`src/rtl/color_scan_scheduler.sv`:
```
// Purpose: time-shares one edge-counting path between the object and station colour sensors, scanning red/green/blue per request.
// Latency: request to valid pulse is 3*(SETTLE_US+GATE_US) tick_us pulses plus at most 3 clk.
// Backpressure: none; the colour is held between scans and valid is a one-clk pulse the core must take when it appears.
module color_scan_scheduler #(
   parameter int GATE_US   = 2000,
   parameter int SETTLE_US = 200,
   parameter int CNT_W     = 12,
   parameter int MIN_CNT   = 8
) (
   input  logic       clk,
   input  logic       rst,
   input  logic       tick_us,
   input  logic       en_object,
   input  logic       en_station,
   input  logic       object_wave,
   input  logic       station_wave,
   output logic [1:0] object_select,
   output logic [1:0] station_select,
   output logic       object_led,
   output logic       station_led,
   output logic [1:0] object_color,
   output logic [1:0] station_color,
   output logic       object_valid,
   output logic       station_valid,
   output logic       busy
);

   typedef enum logic [1:0] {
      ST_IDLE     = 2'd0,
      ST_SETTLE   = 2'd1,
      ST_GATE     = 2'd2,
      ST_CLASSIFY = 2'd3
   } state_t;

   // Sensor filter select coding
   localparam logic [1:0] SEL_RED   = 2'b00;
   localparam logic [1:0] SEL_GREEN = 2'b11;
   localparam logic [1:0] SEL_BLUE  = 2'b01;
   localparam logic [1:0] SEL_CLEAR = 2'b10;

   // Reported colour coding
   localparam logic [1:0] COL_NONE  = 2'd0;
   localparam logic [1:0] COL_RED   = 2'd1;
   localparam logic [1:0] COL_GREEN = 2'd2;
   localparam logic [1:0] COL_BLUE  = 2'd3;

   localparam int                TICK_MAX    = (GATE_US > SETTLE_US) ? GATE_US : SETTLE_US;
   localparam int                TICK_W      = $clog2(TICK_MAX + 1);
   localparam logic [TICK_W-1:0] SETTLE_LAST = TICK_W'(SETTLE_US - 1);
   localparam logic [TICK_W-1:0] GATE_LAST   = TICK_W'(GATE_US - 1);
   localparam logic [CNT_W-1:0]  CNT_SAT     = {CNT_W{1'b1}};
   localparam logic [CNT_W-1:0]  CNT_MIN     = CNT_W'(MIN_CNT);

   state_t             state;
   state_t             state_nxt;
   logic               served_station;   // 0: object sensor, 1: station sensor
   logic               prefer_station;   // round-robin pointer used when both request
   logic [1:0]         idx;              // 0 red, 1 green, 2 blue
   logic [TICK_W-1:0]  tick_cnt;
   logic [CNT_W-1:0]   edge_cnt;
   logic [CNT_W-1:0]   edge_nxt;
   logic [CNT_W-1:0]   red_cnt;
   logic [CNT_W-1:0]   green_cnt;
   logic [CNT_W-1:0]   blue_cnt;

   logic [1:0]         obj_sync;
   logic [1:0]         sta_sync;
   logic               obj_prev;
   logic               sta_prev;
   logic               obj_rise;
   logic               sta_rise;
   logic               served_rise;
   logic               served_en;
   logic               any_req;
   logic               pick_station;
   logic               settle_done;
   logic               gate_done;
   logic               last_filter;
   logic [1:0]         filt_sel;
   logic [1:0]         cls_color;
   logic [CNT_W-1:0]   max_cnt;

   // Two-flop synchronisers plus a history flop for rising-edge detection on both waves
   always_ff @(posedge clk) begin
      if (rst) begin
         obj_sync <= 2'b00;
         sta_sync <= 2'b00;
         obj_prev <= 1'b0;
         sta_prev <= 1'b0;
      end else begin
         obj_sync <= {obj_sync[0], object_wave};
         sta_sync <= {sta_sync[0], station_wave};
         obj_prev <= obj_sync[1];
         sta_prev <= sta_sync[1];
      end
   end

   assign obj_rise    = obj_sync[1] & ~obj_prev;
   assign sta_rise    = sta_sync[1] & ~sta_prev;
   assign served_rise = served_station ? sta_rise : obj_rise;
   assign served_en   = served_station ? en_station : en_object;
   assign any_req     = en_object | en_station;
   // Station wins only if it is the sole requester or it is its round-robin turn
   assign pick_station = en_station & (~en_object | prefer_station);
   assign settle_done  = tick_us & (tick_cnt == SETTLE_LAST);
   assign gate_done    = tick_us & (tick_cnt == GATE_LAST);
   assign last_filter  = (idx == 2'd2);
   // An edge in the final gate clk is still counted; the counter sticks at full scale
   assign edge_nxt     = (served_rise && (edge_cnt != CNT_SAT)) ? edge_cnt + CNT_W'(1) : edge_cnt;

   // State register
   always_ff @(posedge clk) begin
      if (rst) begin
         state <= ST_IDLE;
      end else begin
         state <= state_nxt;
      end
   end

   // Next-state: scan sequencing with abort when the served request drops
   always_comb begin
      state_nxt = state;
      case (state)
         ST_IDLE: begin
            if (any_req) state_nxt = ST_SETTLE;
         end
         ST_SETTLE: begin
            if (!served_en)       state_nxt = ST_IDLE;
            else if (settle_done) state_nxt = ST_GATE;
         end
         ST_GATE: begin
            if (!served_en)     state_nxt = ST_IDLE;
            else if (gate_done) state_nxt = last_filter ? ST_CLASSIFY : ST_SETTLE;
         end
         ST_CLASSIFY: begin
            state_nxt = ST_IDLE;
         end
         default: begin
            state_nxt = ST_IDLE;
         end
      endcase
   end

   // Scan datapath: sensor choice, filter index, tick/edge counters and per-channel results
   always_ff @(posedge clk) begin
      if (rst) begin
         served_station <= 1'b0;
         idx            <= 2'd0;
         tick_cnt       <= '0;
         edge_cnt       <= '0;
         red_cnt        <= '0;
         green_cnt      <= '0;
         blue_cnt       <= '0;
      end else begin
         case (state)
            ST_IDLE: begin
               if (any_req) begin
                  served_station <= pick_station;
                  idx            <= 2'd0;
                  tick_cnt       <= '0;
                  edge_cnt       <= '0;
                  red_cnt        <= '0;
                  green_cnt      <= '0;
                  blue_cnt       <= '0;
               end
            end
            ST_SETTLE: begin
               if (settle_done) begin
                  tick_cnt <= '0;
                  edge_cnt <= '0;
               end else if (tick_us) begin
                  tick_cnt <= tick_cnt + TICK_W'(1);
               end
            end
            ST_GATE: begin
               edge_cnt <= edge_nxt;
               if (gate_done) begin
                  tick_cnt <= '0;
                  case (idx)
                     2'd0:    red_cnt   <= edge_nxt;
                     2'd1:    green_cnt <= edge_nxt;
                     default: blue_cnt  <= edge_nxt;
                  endcase
                  if (!last_filter) idx <= idx + 2'd1;
               end else if (tick_us) begin
                  tick_cnt <= tick_cnt + TICK_W'(1);
               end
            end
            default: begin
            end
         endcase
      end
   end

   // Classifier: largest channel wins, ties resolved red over green over blue, dim readings report none
   always_comb begin
      cls_color = COL_RED;
      max_cnt   = red_cnt;
      if ((red_cnt >= green_cnt) && (red_cnt >= blue_cnt)) begin
         cls_color = COL_RED;
         max_cnt   = red_cnt;
      end else if (green_cnt >= blue_cnt) begin
         cls_color = COL_GREEN;
         max_cnt   = green_cnt;
      end else begin
         cls_color = COL_BLUE;
         max_cnt   = blue_cnt;
      end
      if (max_cnt < CNT_MIN) cls_color = COL_NONE;
   end

   // Result registers: colour held between scans, valid pulses once, pointer advances only on completed scans
   always_ff @(posedge clk) begin
      if (rst) begin
         object_color   <= COL_NONE;
         station_color  <= COL_NONE;
         object_valid   <= 1'b0;
         station_valid  <= 1'b0;
         prefer_station <= 1'b0;
      end else begin
         object_valid  <= 1'b0;
         station_valid <= 1'b0;
         if (state == ST_CLASSIFY) begin
            if (served_station) begin
               station_color <= cls_color;
               station_valid <= 1'b1;
            end else begin
               object_color <= cls_color;
               object_valid <= 1'b1;
            end
            prefer_station <= ~served_station;
         end
      end
   end

   // Filter code for the current scan step
   always_comb begin
      case (idx)
         2'd0:    filt_sel = SEL_RED;
         2'd1:    filt_sel = SEL_GREEN;
         default: filt_sel = SEL_BLUE;
      endcase
   end

   // Sensor pin outputs: only the served sensor is lit and filtered, the other sits on clear with LED off
   always_comb begin
      object_select  = SEL_CLEAR;
      station_select = SEL_CLEAR;
      object_led     = 1'b0;
      station_led    = 1'b0;
      busy           = (state != ST_IDLE);
      if (state != ST_IDLE) begin
         if (served_station) begin
            station_select = filt_sel;
            station_led    = 1'b1;
         end else begin
            object_select = filt_sel;
            object_led    = 1'b1;
         end
      end
   end

endmodule

```
`config.mk`:
```
export PLATFORM = sky130hd
export DESIGN_NAME = color_scan_scheduler
export DESIGN_NICKNAME = d
export VERILOG_FILES = /design/src/rtl/color_scan_scheduler.sv
export SDC_FILE = /design/constraint.sdc
export NUM_CORES = 1
export LEC_CHECK = 0
export CORE_ASPECT_RATIO = 1.2
export CORE_UTILIZATION = 25
export CTS_CLUSTER_SIZE = 10
export DETAILED_ROUTE_END_ITERATION = 10
export DONT_BUFFER_PORTS = 1
export SLEW_MARGIN = 30
export SYNTH_ARGS = -nofsm -noshare
export SYNTH_HDL_FRONTEND = slang
export SYNTH_SLANG_ARGS = --single-unit
```
`constraint.sdc`:
```
create_clock -name clk -period 2 [get_ports clk]
set_input_delay 0.5 -clock clk [delete_from_list [all_inputs] [get_ports clk]]
set_output_delay 0.5 -clock clk [all_outputs]
set_load 0.03 [all_outputs]
```
==> results.md <==
- Worst VDD drop: between 0.4 and 0.5 mV
- Tightest Hold Check Type: input port to register
- PwrDens: 633.6 mW/mm²
- Tcrit/Tclk final: 1.076
- Hold WS: 0.2342 ns
- Most Used Layer, Global Route: met2
- Initial DRC Count: around 130
- Hold Buf Count CTS: 0
- Met2 usage: 0.2404
- Core ar.: approximately 0.018 mm²
- IO Pins: 20
- Pre-CTS setup slack: -0.2626 ns
- Critical path origin: red_cnt[0]
- Seq cells post-synth: 77
- Pleak: 2.387 nW
- Post-synthesis cell area: 0.004521 mm²
- WS Path Type: register to register
- DRT Pass-1 Iters: 4
- Fin worst setup slack: -0.1513 ns
- Vias in the first global route: 3,869
- Ratio of cells with drive above 1 in the final layout: 0.2661
- Total CTS buffers: 9
- CP Cell Sequence: inv_2 -> ha_4 -> nand2b_4 -> a2111oi_4 -> a2111oi_4 -> or4_4 -> and2_4 -> o41ai_2
- Diodes inserted: 0
- EDFF count, synth: 0
- RR Endpoint: object_color[1]
- Unrepaired setup endpoints after global routing: yes
- Worst Tran Pin Value: roughly 0.43 ns
- R2R depth: 8
- Ys flop type: dfxtp_1
- Total gr overflow: 0
- Clock skew: 0.004021 ns
- Final #Nets: 653
- Register area share after synthesis: 0.3410
- Crit path time final: 2.151 ns
- Row count: 53
- GR Layer Usage met3: 0.02511
- Cell with the most instances after synthesis: dfxtp_1
- Avg WL per Cell: 14.19 µm
- Clock transition at the registers of the reported paths: 0.06 ns
- Vias: between 3,000 and 4,000
- First-pass GRT wire length: around 19 mm
- CTS sink cnt: 77
- Top cells by count, synth: dfxtp_1, nor2_1, ha_1
- Required @ worst endpoint: 2.24 ns
- Maximum clock insertion buffer count: 2
- DRC violations left: 0
- Reg-to-reg slack, setup: -0.15 ns
- Initial antenna violation count: 0
- Htree depth: 3
- Die height: 149.3 µm
- Via density: 4.724
- Total GRT Usage: 0.1312
- Critical path capture point type: register
- Post-DP HPWL: 8.550 mm
- Hold EP: red_cnt[5]
- Port bufs: 0
- Synth cell types: 61
- Post-Syn Nets: 576
- Full die area: 0.01863 mm²
- Dominant cell type by area after synthesis: dfxtp_1
- Placer Congestion: 0.8018
- Ys Warns: 0
- Synth top area share: 0.3410
- Final Setup Violations: 4
- Post-layout util: 0.3381
- CP dominant cell by count: a2111oi_4
- Crit path largest cell delay: 0.44 ns
- CTS tree: built
- Worst path slowest cell: or4_4
- Violated checks: setup timing
- Die width: 124.8 µm
- Synth Instances: 523
- Fmax: 464.8 MHz
- Starting Density: 0.2563
- Final Max Slew Viols: 0
- Max-cap violations: 0
- Met1 track demand over resource: 0.1462
- Async SR Flop Fraction: 0
- Area delta synth->final: 31.91%
- Worst skew pair latency: 0.34 ns
- Largest net degree at the start of global routing: 76
- DRT antenna net count: 0
- Crit-path max FO: 4
- Cell chosen for the clock root: clkbuf_16
- Status: finished, violations left
- WHS Path Cells: 1
- Worst R2R Start: red_cnt[0]
- Crit path DAT: between 2 and 2.5 ns
- Synth area leaders: dfxtp_1, ha_1, mux2i_1, nor2_1, nand2_1
- Crit start category: register
- Fin. Hold Viols: 0
- Slew HR: 0.7142
- Avg Inst Size Synth: 8.644 µm²
- Hold Path Origin: rst
- WL final: 11.71 mm
worst max-delay path by stage:
stage               slack, ns                to
floorplan               -0.14  station_color[0]
global placement        -0.25  station_color[0]
detailed placement      -0.26  station_color[0]
CTS                     -0.17  station_color[0]
global route            -0.23   object_color[1]
finish                  -0.15   object_color[1]
cell type report:
cell class	count	area, µm²
clock buffer	12	246.5
timing repair buffer	85	686.9
clock inverter	4	47.55
multi-input combinational	391	3010
inverter	36	138.9
tap	220	275.3
fill	1838	11680
sequential	77	1558
critical path, delay by kind of cell (launching register included):
kind	cells	cell delay (ns)
compound gates	3	0.69
buf+inv	1	0.05
flops	1	0.33
simple gates	3	0.78
fa+ha+maj	1	0.22
metal layers:
metal  up-vias  routed length (µm)
li1       1997                   -
met2        36                6016
met5         -                   0
met3        23                 234
met4         0                 318
met1      1841                5138
per-stage QoR:
step	cells	power, mW	setup TNS, ns	instance area (µm²)
after floorplan	523	1.945	-0.4433	4553
after global placement	806	2.133	-0.9632	5391
after detailed placement	806	2.135	-1.047	5391
after CTS	824	3.795	-0.5167	5851
after global routing	825	3.928	-0.8329	5963
final	825	3.779	-0.4760	5963
cell usage in the layout, fill, tap and decap left out, types with 12 or more instances in the layout:
cell type,instances
buf_4,79
nor2_1,55
nand2b_1,16
nand3_1,12
mux2i_1,39
inv_1,31
ha_1,38
nand2_1,44
a21oi_1,24
dfxtp_1,66
cell families after synthesis:
| group | Yosys count | synth area share |
|---|---|---|
| simple gates | 210 | 0.2474 |
| compound gates | 85 | 0.1270 |
| flops | 77 | 0.3410 |
| buf+inv | 55 | 0.04899 |
| fa+ha+maj | 46 | 0.1273 |
| mux | 40 | 0.08884 |
| xor+xnor | 10 | 0.01937 |
where the power goes:
group	internal, mW	leakage, nW	total, mW	switching, mW
Combinational	0.258	1.62	0.570	0.312
Sequential	1.55	0.627	1.56	0.00894
Clock	0.998	0.143	1.65	0.655
Total	2.80	2.39	3.78	0.976
registers in the layout, summed over array words and instances, names as in the netlist, 2 cells and up:
register / flops
blue_cnt: 12
sta_sync: 2
edge_cnt: 12
red_cnt: 12
green_cnt: 12
idx: 2
object_color: 2
tick_cnt: 11
obj_sync: 2
station_color: 2
state: 2
timing repair:
action | in CTS | in global routing
resized for setup | 36 | 23
endpoints found under the setup margin | 14 | 37
buffers inserted | 2 | 1
gates cloned | 0 | 0
pin swaps | 10 | 5
No activity file was read; power rests on OpenSTA's default activity.
